**src/rtl/noise_q15_pkg.sv**
```systemverilog
`default_nettype none
// ============================================================================
// Module   : noise_q15_pkg
// Purpose  : Shared constants, FSM state type and LFSR helper for the Q1.15
//            latent-noise generator.
// Contents : LFSR_POLY     - Galois feedback mask (right-shifting form)
//            DEFAULT_SEED  - reset / zero-seed substitute value
//            state_t       - IDLE / GEN / DONE burst states
//            advance16()   - sixteen Galois bit-steps in one call
// Revision : 1.0 - initial release
// ============================================================================
package noise_q15_pkg;

  localparam logic [31:0] LFSR_POLY    = 32'h8020_0003;
  localparam logic [31:0] DEFAULT_SEED = 32'hACE1_2468;

  typedef enum logic [1:0] {
    ST_IDLE = 2'd0,
    ST_GEN  = 2'd1,
    ST_DONE = 2'd2
  } state_t;

  // Right-shifting Galois step: the bit shifted out of bit 0 decides whether
  // the feedback mask is folded back in. Sixteen steps produce one fresh
  // 16-bit chunk per update.
  function automatic logic [31:0] advance16(input logic [31:0] s);
    logic [31:0] r;
    r = s;
    for (int i = 0; i < 16; i++) begin
      r = {1'b0, r[31:1]} ^ (r[0] ? LFSR_POLY : 32'h0000_0000);
    end
    return r;
  endfunction

endpackage
`default_nettype wire

```
**src/rtl/lfsr32_step16.sv**
```systemverilog
`default_nettype none
// ============================================================================
// Module   : lfsr32_step16
// Purpose  : 32-bit Galois LFSR state register with load and advance enables.
//            A load and an advance in the same cycle load first, then
//            advance the loaded value. A zero load value is replaced with
//            DEFAULT_SEED so the register can never lock up at all-zeros.
// Ports    : clk        - clock
//            rst        - synchronous active-high reset (state = DEFAULT_SEED)
//            load_en    - load load_value this cycle
//            load_value - seed to load
//            adv_en     - advance by 16 bit-steps this cycle
//            state_next - value the register takes at the next edge
// Revision : 1.0 - initial release
// ============================================================================
module lfsr32_step16
  import noise_q15_pkg::*;
(
  input  logic        clk,
  input  logic        rst,
  input  logic        load_en,
  input  logic [31:0] load_value,
  input  logic        adv_en,
  output logic [31:0] state_next
);

  logic [31:0] state_q;
  logic [31:0] state_d;
  logic [31:0] base;

  always_comb begin
    base = state_q;
    if (load_en) begin
      base = (load_value == 32'h0000_0000) ? DEFAULT_SEED : load_value;
    end
    state_d = adv_en ? advance16(base) : base;
  end

  always_ff @(posedge clk) begin
    if (rst) begin
      state_q <= DEFAULT_SEED;
    end else begin
      state_q <= state_d;
    end
  end

  assign state_next = state_d;

endmodule
`default_nettype wire

```
**src/rtl/noise_lfsr_q15.sv**
```systemverilog
`default_nettype none
// ============================================================================
// Module   : noise_lfsr_q15
// Purpose  : Burst generator of paired signed Q1.15 latent-noise samples from
//            a 32-bit Galois LFSR, with valid/ready handshake.
// Params   : SCALE_SHIFT   - arithmetic right shift applied to both words
//            MAX_SAMPLES_W - width of num_samples and the transfer counter
// Macro    : NOISE_CLAMP_EN - when defined, a shifted word of 0x8000 is
//            output as 0x8001 (symmetric +/-32767 range)
// Ports    : clk, rst (sync, active-high)
//            start, num_samples       - burst request (IDLE only)
//            seed_load, seed          - LFSR seed load (IDLE only)
//            noise_valid/noise_ready  - output handshake
//            noise_0, noise_1         - Q1.15 sample pair
//            busy                     - high in GEN and DONE
//            done                     - one-cycle end-of-burst pulse
// Revision : 1.0 - initial release
// ============================================================================
module noise_lfsr_q15
  import noise_q15_pkg::*;
#(
  parameter int SCALE_SHIFT   = 0,
  parameter int MAX_SAMPLES_W = 8
) (
  input  logic                     clk,
  input  logic                     rst,
  input  logic                     start,
  input  logic [MAX_SAMPLES_W-1:0] num_samples,
  input  logic                     seed_load,
  input  logic [31:0]              seed,
  output logic                     noise_valid,
  input  logic                     noise_ready,
  output logic [15:0]              noise_0,
  output logic [15:0]              noise_1,
  output logic                     busy,
  output logic                     done
);

  state_t                   state_q, state_d;
  logic [MAX_SAMPLES_W-1:0] count_q, count_d;
  logic [MAX_SAMPLES_W-1:0] num_q, num_d;
  logic                     valid_q, valid_d;
  logic                     busy_q, busy_d;
  logic                     done_q, done_d;
  logic [15:0]              noise_0_q, noise_0_d;
  logic [15:0]              noise_1_q, noise_1_d;

  logic                     lfsr_load;
  logic                     lfsr_adv;
  logic [31:0]              lfsr_next;
  logic                     xfer;
  logic [MAX_SAMPLES_W:0]   count_inc;
  logic                     last_xfer;

  lfsr32_step16 u_lfsr (
    .clk        (clk),
    .rst        (rst),
    .load_en    (lfsr_load),
    .load_value (seed),
    .adv_en     (lfsr_adv),
    .state_next (lfsr_next)
  );

  // Sign-preserving scale, then optional removal of the lone -1.0 code.
  function automatic logic [15:0] map_word(input logic [15:0] w);
    logic [15:0] sh;
    sh = 16'($signed(w) >>> SCALE_SHIFT);
`ifdef NOISE_CLAMP_EN
    if (sh == 16'h8000) begin
      sh = 16'h8001;
    end
`endif
    return sh;
  endfunction

  assign xfer = valid_q & noise_ready;

  // One bit wider than the counter so the final-transfer compare stays
  // exact even when num_samples is all-ones; the counter itself never wraps.
  assign count_inc = {1'b0, count_q} + {{MAX_SAMPLES_W{1'b0}}, 1'b1};
  assign last_xfer = (count_inc == {1'b0, num_q});

  always_comb begin
    state_d   = state_q;
    count_d   = count_q;
    num_d     = num_q;
    valid_d   = valid_q;
    busy_d    = busy_q;
    done_d    = 1'b0;
    lfsr_load = 1'b0;
    lfsr_adv  = 1'b0;

    case (state_q)
      ST_IDLE: begin
        lfsr_load = seed_load;
        if (start) begin
          num_d   = num_samples;
          count_d = '0;
          busy_d  = 1'b1;
          if (num_samples != '0) begin
            // First sample comes from the freshly advanced state (which
            // includes a seed loaded in this same cycle).
            state_d  = ST_GEN;
            valid_d  = 1'b1;
            lfsr_adv = 1'b1;
          end else begin
            // Empty burst: no sample is produced, so the LFSR is left alone.
            state_d = ST_DONE;
            done_d  = 1'b1;
          end
        end
      end

      ST_GEN: begin
        if (xfer) begin
          count_d = count_inc[MAX_SAMPLES_W-1:0];
          if (last_xfer) begin
            state_d = ST_DONE;
            valid_d = 1'b0;
            done_d  = 1'b1;
          end else begin
            lfsr_adv = 1'b1;
          end
        end
      end

      ST_DONE: begin
        state_d = ST_IDLE;
        busy_d  = 1'b0;
      end

      default: begin
        state_d = ST_IDLE;
        valid_d = 1'b0;
        busy_d  = 1'b0;
      end
    endcase
  end

  // Output words only change when the LFSR advances, which keeps them
  // stable under backpressure and after the final transfer.
  always_comb begin
    noise_0_d = noise_0_q;
    noise_1_d = noise_1_q;
    if (lfsr_adv) begin
      noise_0_d = map_word(lfsr_next[31:16]);
      noise_1_d = map_word(lfsr_next[15:0]);
    end
  end

  always_ff @(posedge clk) begin
    if (rst) begin
      state_q   <= ST_IDLE;
      count_q   <= '0;
      num_q     <= '0;
      valid_q   <= 1'b0;
      busy_q    <= 1'b0;
      done_q    <= 1'b0;
      noise_0_q <= 16'h0000;
      noise_1_q <= 16'h0000;
    end else begin
      state_q   <= state_d;
      count_q   <= count_d;
      num_q     <= num_d;
      valid_q   <= valid_d;
      busy_q    <= busy_d;
      done_q    <= done_d;
      noise_0_q <= noise_0_d;
      noise_1_q <= noise_1_d;
    end
  end

  assign noise_valid = valid_q;
  assign busy        = busy_q;
  assign done        = done_q;
  assign noise_0     = noise_0_q;
  assign noise_1     = noise_1_q;

endmodule
`default_nettype wire
```
**config.mk**
```make
export PLATFORM = sky130hd
export DESIGN_NAME = noise_lfsr_q15
export DESIGN_NICKNAME = d
export VERILOG_FILES = /design/src/rtl/noise_q15_pkg.sv /design/src/rtl/lfsr32_step16.sv /design/src/rtl/noise_lfsr_q15.sv
export SDC_FILE = /design/constraint.sdc
export NUM_CORES = 1
export LEC_CHECK = 0
export CORE_MARGIN = 2
export CORE_UTILIZATION = 53
export CTS_CLUSTER_DIAMETER = 30
export DETAILED_ROUTE_END_ITERATION = 10
export PLACE_DENSITY = 0.8
export SKIP_CTS_REPAIR_TIMING = 1
export SYNTH_ARGS = -nofsm -noshare
export SYNTH_HDL_FRONTEND = slang
export SYNTH_SLANG_ARGS = --single-unit
export TNS_END_PERCENT = 1
```
**constraint.sdc**
```tcl
create_clock -name clk -period 2.85 [get_ports clk]
set_input_delay 0.4275 -clock clk [delete_from_list [all_inputs] [get_ports clk]]
set_output_delay 0.4275 -clock clk [all_outputs]
set_load 0.05 [all_outputs]
```
Yosys cells after proc, flatten, opt, wreduce, memory -nomap -nowiden:

Index checks and enable logic that the tools add are counted.

* flip-flop bits (word level): 85
* latch bits: 0
* memory bits (writable): 0
* ROM bits: 0
* input port bits: 45
* output and inout port bits: 35
* word-level logic and storage cells: 90
* memories kept: 0

* $add $sub $neg: 1
* $mul: 0
* div/mod/pow operators: 0
* order comparisons: 0
* equal/unequal tests: 7
* shift operators: 0
* mux-type cells: 45
* bitwise gates (word level): 19
* reduce and logical (&&, ||, !) cells: 9

Operator list (count)
* $mux W32: 19
* $xor A31 B32 Y32: 16
* $logic_not A32 Y1: 1
* $mux W8: 2
* $pmux W8 S2: 1
* $mux W1: 14
* $add A8 B1 Y9 const B: 1
* $eq A9 B8 Y1: 1
* $mux W2: 4
* $ne A2 B2 Y1 const B: 4
* $reduce_bool A8 Y1: 1
* $pmux W1 S2: 3
* $reduce_and A3 Y1: 2
* $reduce_and A5 Y1: 1
* $pmux W2 S2: 1
* $reduce_and A2 Y1: 2
* $pmux W1 S3: 1
* $eq A2 B1 Y1 const B: 1
* $eq A2 B2 Y1 const B: 1
* $logic_not A2 Y1: 1
* $not A1 Y1: 2
* $reduce_bool A2 Y1: 1
* $and A1 B1 Y1: 1

Depth between registers and ports, before layout:

* depth after elaboration: 36
* mapped depth: 11
* gate-level depth less buffers: 9

Hierarchy:

A second synthesis with hierarchy kept.

* cells, all modules: 566
* area total of the unflattened synthesis: 5114.9 µm²

By module, submodules not included
* lfsr32_step16: instances 1, cells each 277, area an instance 2663.8 µm², seq. area each 640.6 µm²
* noise_lfsr_q15: instances 1, cells each 289, area an instance 2451.1 µm², seq. area each 1061.0 µm²

Least setup slack after synthesis:

No wires, ideal clock.

* kind: input port to flip-flop
* start: input seed[0]
* end: register noise_0_q[1], in the netlist noise_0[1]
* setup time: 0.086 ns
* data arrival time: 2.561 ns
* required time: 2.764 ns
* slack: 0.204 ns
* cell stages on the path: 9
* path buffers: 1
* cells stage by stage: buf_6 > nor4_4 > nand4_2 > or2_4 > a21o_4 > xor2_4 > xor3_1 > xor2_1 > a211oi_1

* cells in the longest elaborated chain, start to end: 32

Ends and longest elaborated chain
* from (decl): line noise_lfsr_q15.sv:30 `input logic [31:0] seed,`
* $logic_not A32 Y1: line lfsr32_step16.sv:34 `base = (load_value == 32'h0000_0000) ? DEFAULT_SEED : load_value;`
* $mux W32 (*): line lfsr32_step16.sv:34
* $mux W32 (*): line lfsr32_step16.sv:33 `if (load_en) begin`
* $mux W32: line noise_q15_pkg.sv:30 `r = {1'b0, r[31:1]} ^ (r[0] ? LFSR_POLY : 32'h0000_0000);`
* $xor A31 B32 Y32: line noise_q15_pkg.sv:30
* $mux W32: line noise_q15_pkg.sv:30
* $xor A31 B32 Y32: line noise_q15_pkg.sv:30
* $mux W32: line noise_q15_pkg.sv:30
* [... 12 more ...]
* $xor A31 B32 Y32: line noise_q15_pkg.sv:30
* $mux W32: line noise_q15_pkg.sv:30
* $xor A31 B32 Y32: line noise_q15_pkg.sv:30
* $mux W32: line noise_q15_pkg.sv:30
* $xor A31 B32 Y32: line noise_q15_pkg.sv:30
* $mux W32: line noise_q15_pkg.sv:30
* $xor A31 B32 Y32 (5 in a row): line noise_q15_pkg.sv:30
* $mux W32 (*): line lfsr32_step16.sv:36 `state_d = adv_en ? advance16(base) : base;`
* to (signal assigned): line noise_lfsr_q15.sv:168 `noise_0_q <= noise_0_d;`
* to (decl): line noise_lfsr_q15.sv:45 `logic [15:0] noise_0_q, noise_0_d;`

Every way passes the cells marked *; elsewhere a longest branch is shown, timed or not.
A chain may end at the register's enable or synchronous reset.

Final worst setup path:

* start: input seed[9]
* end: register noise_0_q[1], in the netlist noise_0[1]

The elaborated chain is that of the path after synthesis.

==> flow_summary.yaml <==
placement:
  gp_congestion: 0.982
  portBuffers: 79
  place_ws_ps: -485
  hpwl_um: 10200
cts:
  cts_buffers: 9
  clock_path_buffers: 2
  cts_tree: "built"
  clk_pin_slew_ps: 80
  clock_latency_ps: 370
  numClockSinks: 85
  htree_levels: 3
  root_buffer: "clkbuf_8"
grt:
  overflow: 0
  grt_pass1_vias: 4371
  grt_max_degree: 66
  grt.total_usage_pct: 29.1
  antenna_found_initial: 0
  grt_pass1_wl_um: 21900
die:
  initial_utilization_pct: 53.7
  rows: 34
  core_area_um2: 8590
  die_height_um: 97.3
  dieWidth_um: 97.3
  ios: 80
  fp.dieArea_um2: 9470
cells_and_area:
  area_growth_pct: 43.1
  antenna_cells: 0
  fin_util_pct: 76.8
  nNetsFinal: 723
  regArea_um2: 1700
  drive_gt1_share_pct: 23.4
  multi_input_area_um2: 2940
  fillerInstances: 597
timing:
  clock_skew_ps: 16.2
  tightest_slew_ps: 743
  hold_violations: 0
  drv_slew: 0
  fmax_mhz: 346
  relSlewSlack_pct: 50.5
  whs_ps: 456
  setup_viol: 4
  finalCritPeriodShare_pct: 101
  rsz0062_at_grt: "yes"
  layout_setup_ws_ps: -41.0
  period_minus_slack_ps: 2890
worst_setup_path:
  slowest_delay_ps: 440
  start_kind: "primary input"
  worst-setup-path-type: "in -> reg"
  cp.arrival_ps: 3100
  required_ps: 3060
  path_cells: "clkdlybuf4s50_1 > buf_4 > xnor2_1 > nand2_1 > nor3_4 > buf_6 > nor3_4 > xnor3_1 > xor3_2 > xor2_2 > a211oi_2"
  slowest_stage: "clkdlybuf4s50_1"
  cp-end-kind: "flop"
  cp_max_fo: 4
  critPathMostFrequentCell: "nor3_4"
yosys:
  synthCells: 523
  syn_area_um2: 4610
  synth-main-ff-cell: "dfxtp_1"
  synthesis.nets: 569
  ys_types: 66
  async_reset_ff_share_pct: 0
  ys_ff_latch: 85
  avgSynthCellArea_um2: 8.82
  synth-seq-area-share_pct: 36.9
  ys_warn_count: 0
  synth_edf_count: 0
route:
  final_antenna_net_count: 0
  routedWlPerCell_um: 18.3
  avgViaCountPerCell: 5.80
  dr.pass1.iters: 5
  drt_wl_total_um: 14400
  vias: 4573
  remaining_drc_errors: 0
  dr.first_iter.drc_count: 344
power:
  ir_drop_uv: 758
  power_mw: 6.57
  p_leak_nw: 2.92
  cellPowerDensity_nw_per_um2: 996
run_status:
  violations: "setup timing"
  status: "complete, but fails checks"
job:
  maxCapViolCount: 0
min_path:
  hold_class: "reg -> reg"
==> synth_stat cells, types with 2 or more instances <==
cell type / n / area [um2]
and3_1: 2 / 12.5
a21oi_1: 48 / 240
and2_1: 6 / 37.5
inv_1: 2 / 7.51
xnor2_2: 3 / 48.8
nand2b_1: 6 / 37.5
xnor3_1: 6 / 135
a211oi_1: 12 / 90.1
nor2_1: 65 / 244
mux2i_1: 14 / 140
nand2_1: 65 / 244
a31oi_1: 5 / 31.3
clkbuf_1: 17 / 63.8
a21o_1: 4 / 30.0
and4_1: 2 / 17.5
or4_1: 2 / 15.0
buf_2: 6 / 30.0
o2bb2ai_2: 2 / 30.0
nor3_4: 2 / 32.5
xor3_1: 3 / 71.3
o21ai_1: 3 / 15.0
a22oi_1: 2 / 15.0
o22ai_1: 3 / 18.8
o21ai_0: 22 / 110
nand3_1: 7 / 35.0
nor4_1: 8 / 50.1
o2bb2ai_1: 6 / 52.6
buf_1: 4 / 15.0
buf_6: 2 / 22.5
nor3_1: 13 / 65.1
or3_1: 3 / 18.8
xnor2_1: 32 / 280
o211ai_1: 6 / 45.0
xnor3_2: 2 / 47.6
dfxtp_1: 85 / 1700
xor2_1: 22 / 193
a211oi_2: 2 / 25.0
==> worst max-delay path: cells and delay by family <==
family / cells / cell delay [ps]
AO/OA/AOI/OAI: 1 / 100
XOR/XNOR: 4 / 1350
buffers and inverters: 3 / 740
AND/OR/NAND/NOR: 3 / 480
==> metal layers <==
layer | vias to the layer above | GRT usage [%] | part of all wire (%)
met2 | 235 | 48.6 | 49
met3 | 31 | 6.55 | 8.0
met5 | - | 0 | 0
li1 | 2133 | - | -
met4 | 0 | 8.87 | 2.0
met1 | 2174 | 37.8 | 41
==> layout by cell type, fill, tap and decap left out, types with 10 or more instances in the layout <==
cell	netlist	final
clkbuf_8	0	10
xnor2_1	32	27
o21ai_0	22	22
clkdlybuf4s50_1	0	51
nor2_1	65	64
a211oi_1	12	10
a21oi_1	48	48
nor3_1	13	12
xor2_1	22	20
nand2_1	65	64
mux2i_1	14	14
dlymetal6s2s_1	0	27
dfxtp_1	85	85
buf_4	1	88
==> path summary, 6_finish.rpt <==
path	start	end	slack [ps]	cells past startpoint
worst max-delay path	seed[9]	noise_0[1]	-40	11
worst min-delay path	noise_0[11]	noise_0[11]	460	2
worst max register to register	count_q[1]	u_lfsr.state_q[11]	110	11
worst min register to register	noise_0[11]	noise_0[11]	460	2
==> area by class of cell <==
class	count	share of cell area [%]
Timing Repair Buffer	173	24.4
Multi-Input combinational cell	406	44.5
Sequential cell	85	25.8
Clock inverter	4	1.12
Clock buffer	10	2.08
Inverter	2	0.114
Tap cell	108	2.05
==> where the power goes <==
part	leakage, nW	internal [mW]	switching, mW
combinational	2.11	1.93	2.07
sequential	0.702	1.46	0.160
clock	0.108	0.508	0.442
==> cell families (layout without fill, tap and decap cells) <==
| logic type | count (synthesis) | after routing | share of synthesized area, % |
|---|---|---|---|
| AO/OA/AOI/OAI | 125 | 125 | 17.4 |
| XOR/XNOR | 71 | 71 | 18.5 |
| adder cells (fa/ha/maj) | 1 | 1 | 0.271 |
| buffers and inverters | 32 | 189 | 3.17 |
| flip-flops | 85 | 85 | 36.9 |
| multiplexers | 15 | 15 | 3.33 |
| AND/OR/NAND/NOR | 194 | 194 | 20.4 |
==> metrics by stage <==
stage                     std cells  instance area, um2  TNS (ps)
after floorplan                 523                4610         0
after global placement          763                6050    -13340
after detailed placement        763                6050    -16040
after CTS                       777                6260     -1870
after global routing            788                6600     -1330
final                           788                6600     -74.5
==> sequential cells by signal, indices dropped and copies added, names as in the netlist, 2 cells and up <==
| signal | cells |
|---|---|
| count_q | 8 |
| state_q | 2 |
| noise_1 | 16 |
| num_q | 8 |
| u_lfsr.state_q | 32 |
| noise_0 | 16 |
No activity file was read; power rests on OpenSTA's default activity.
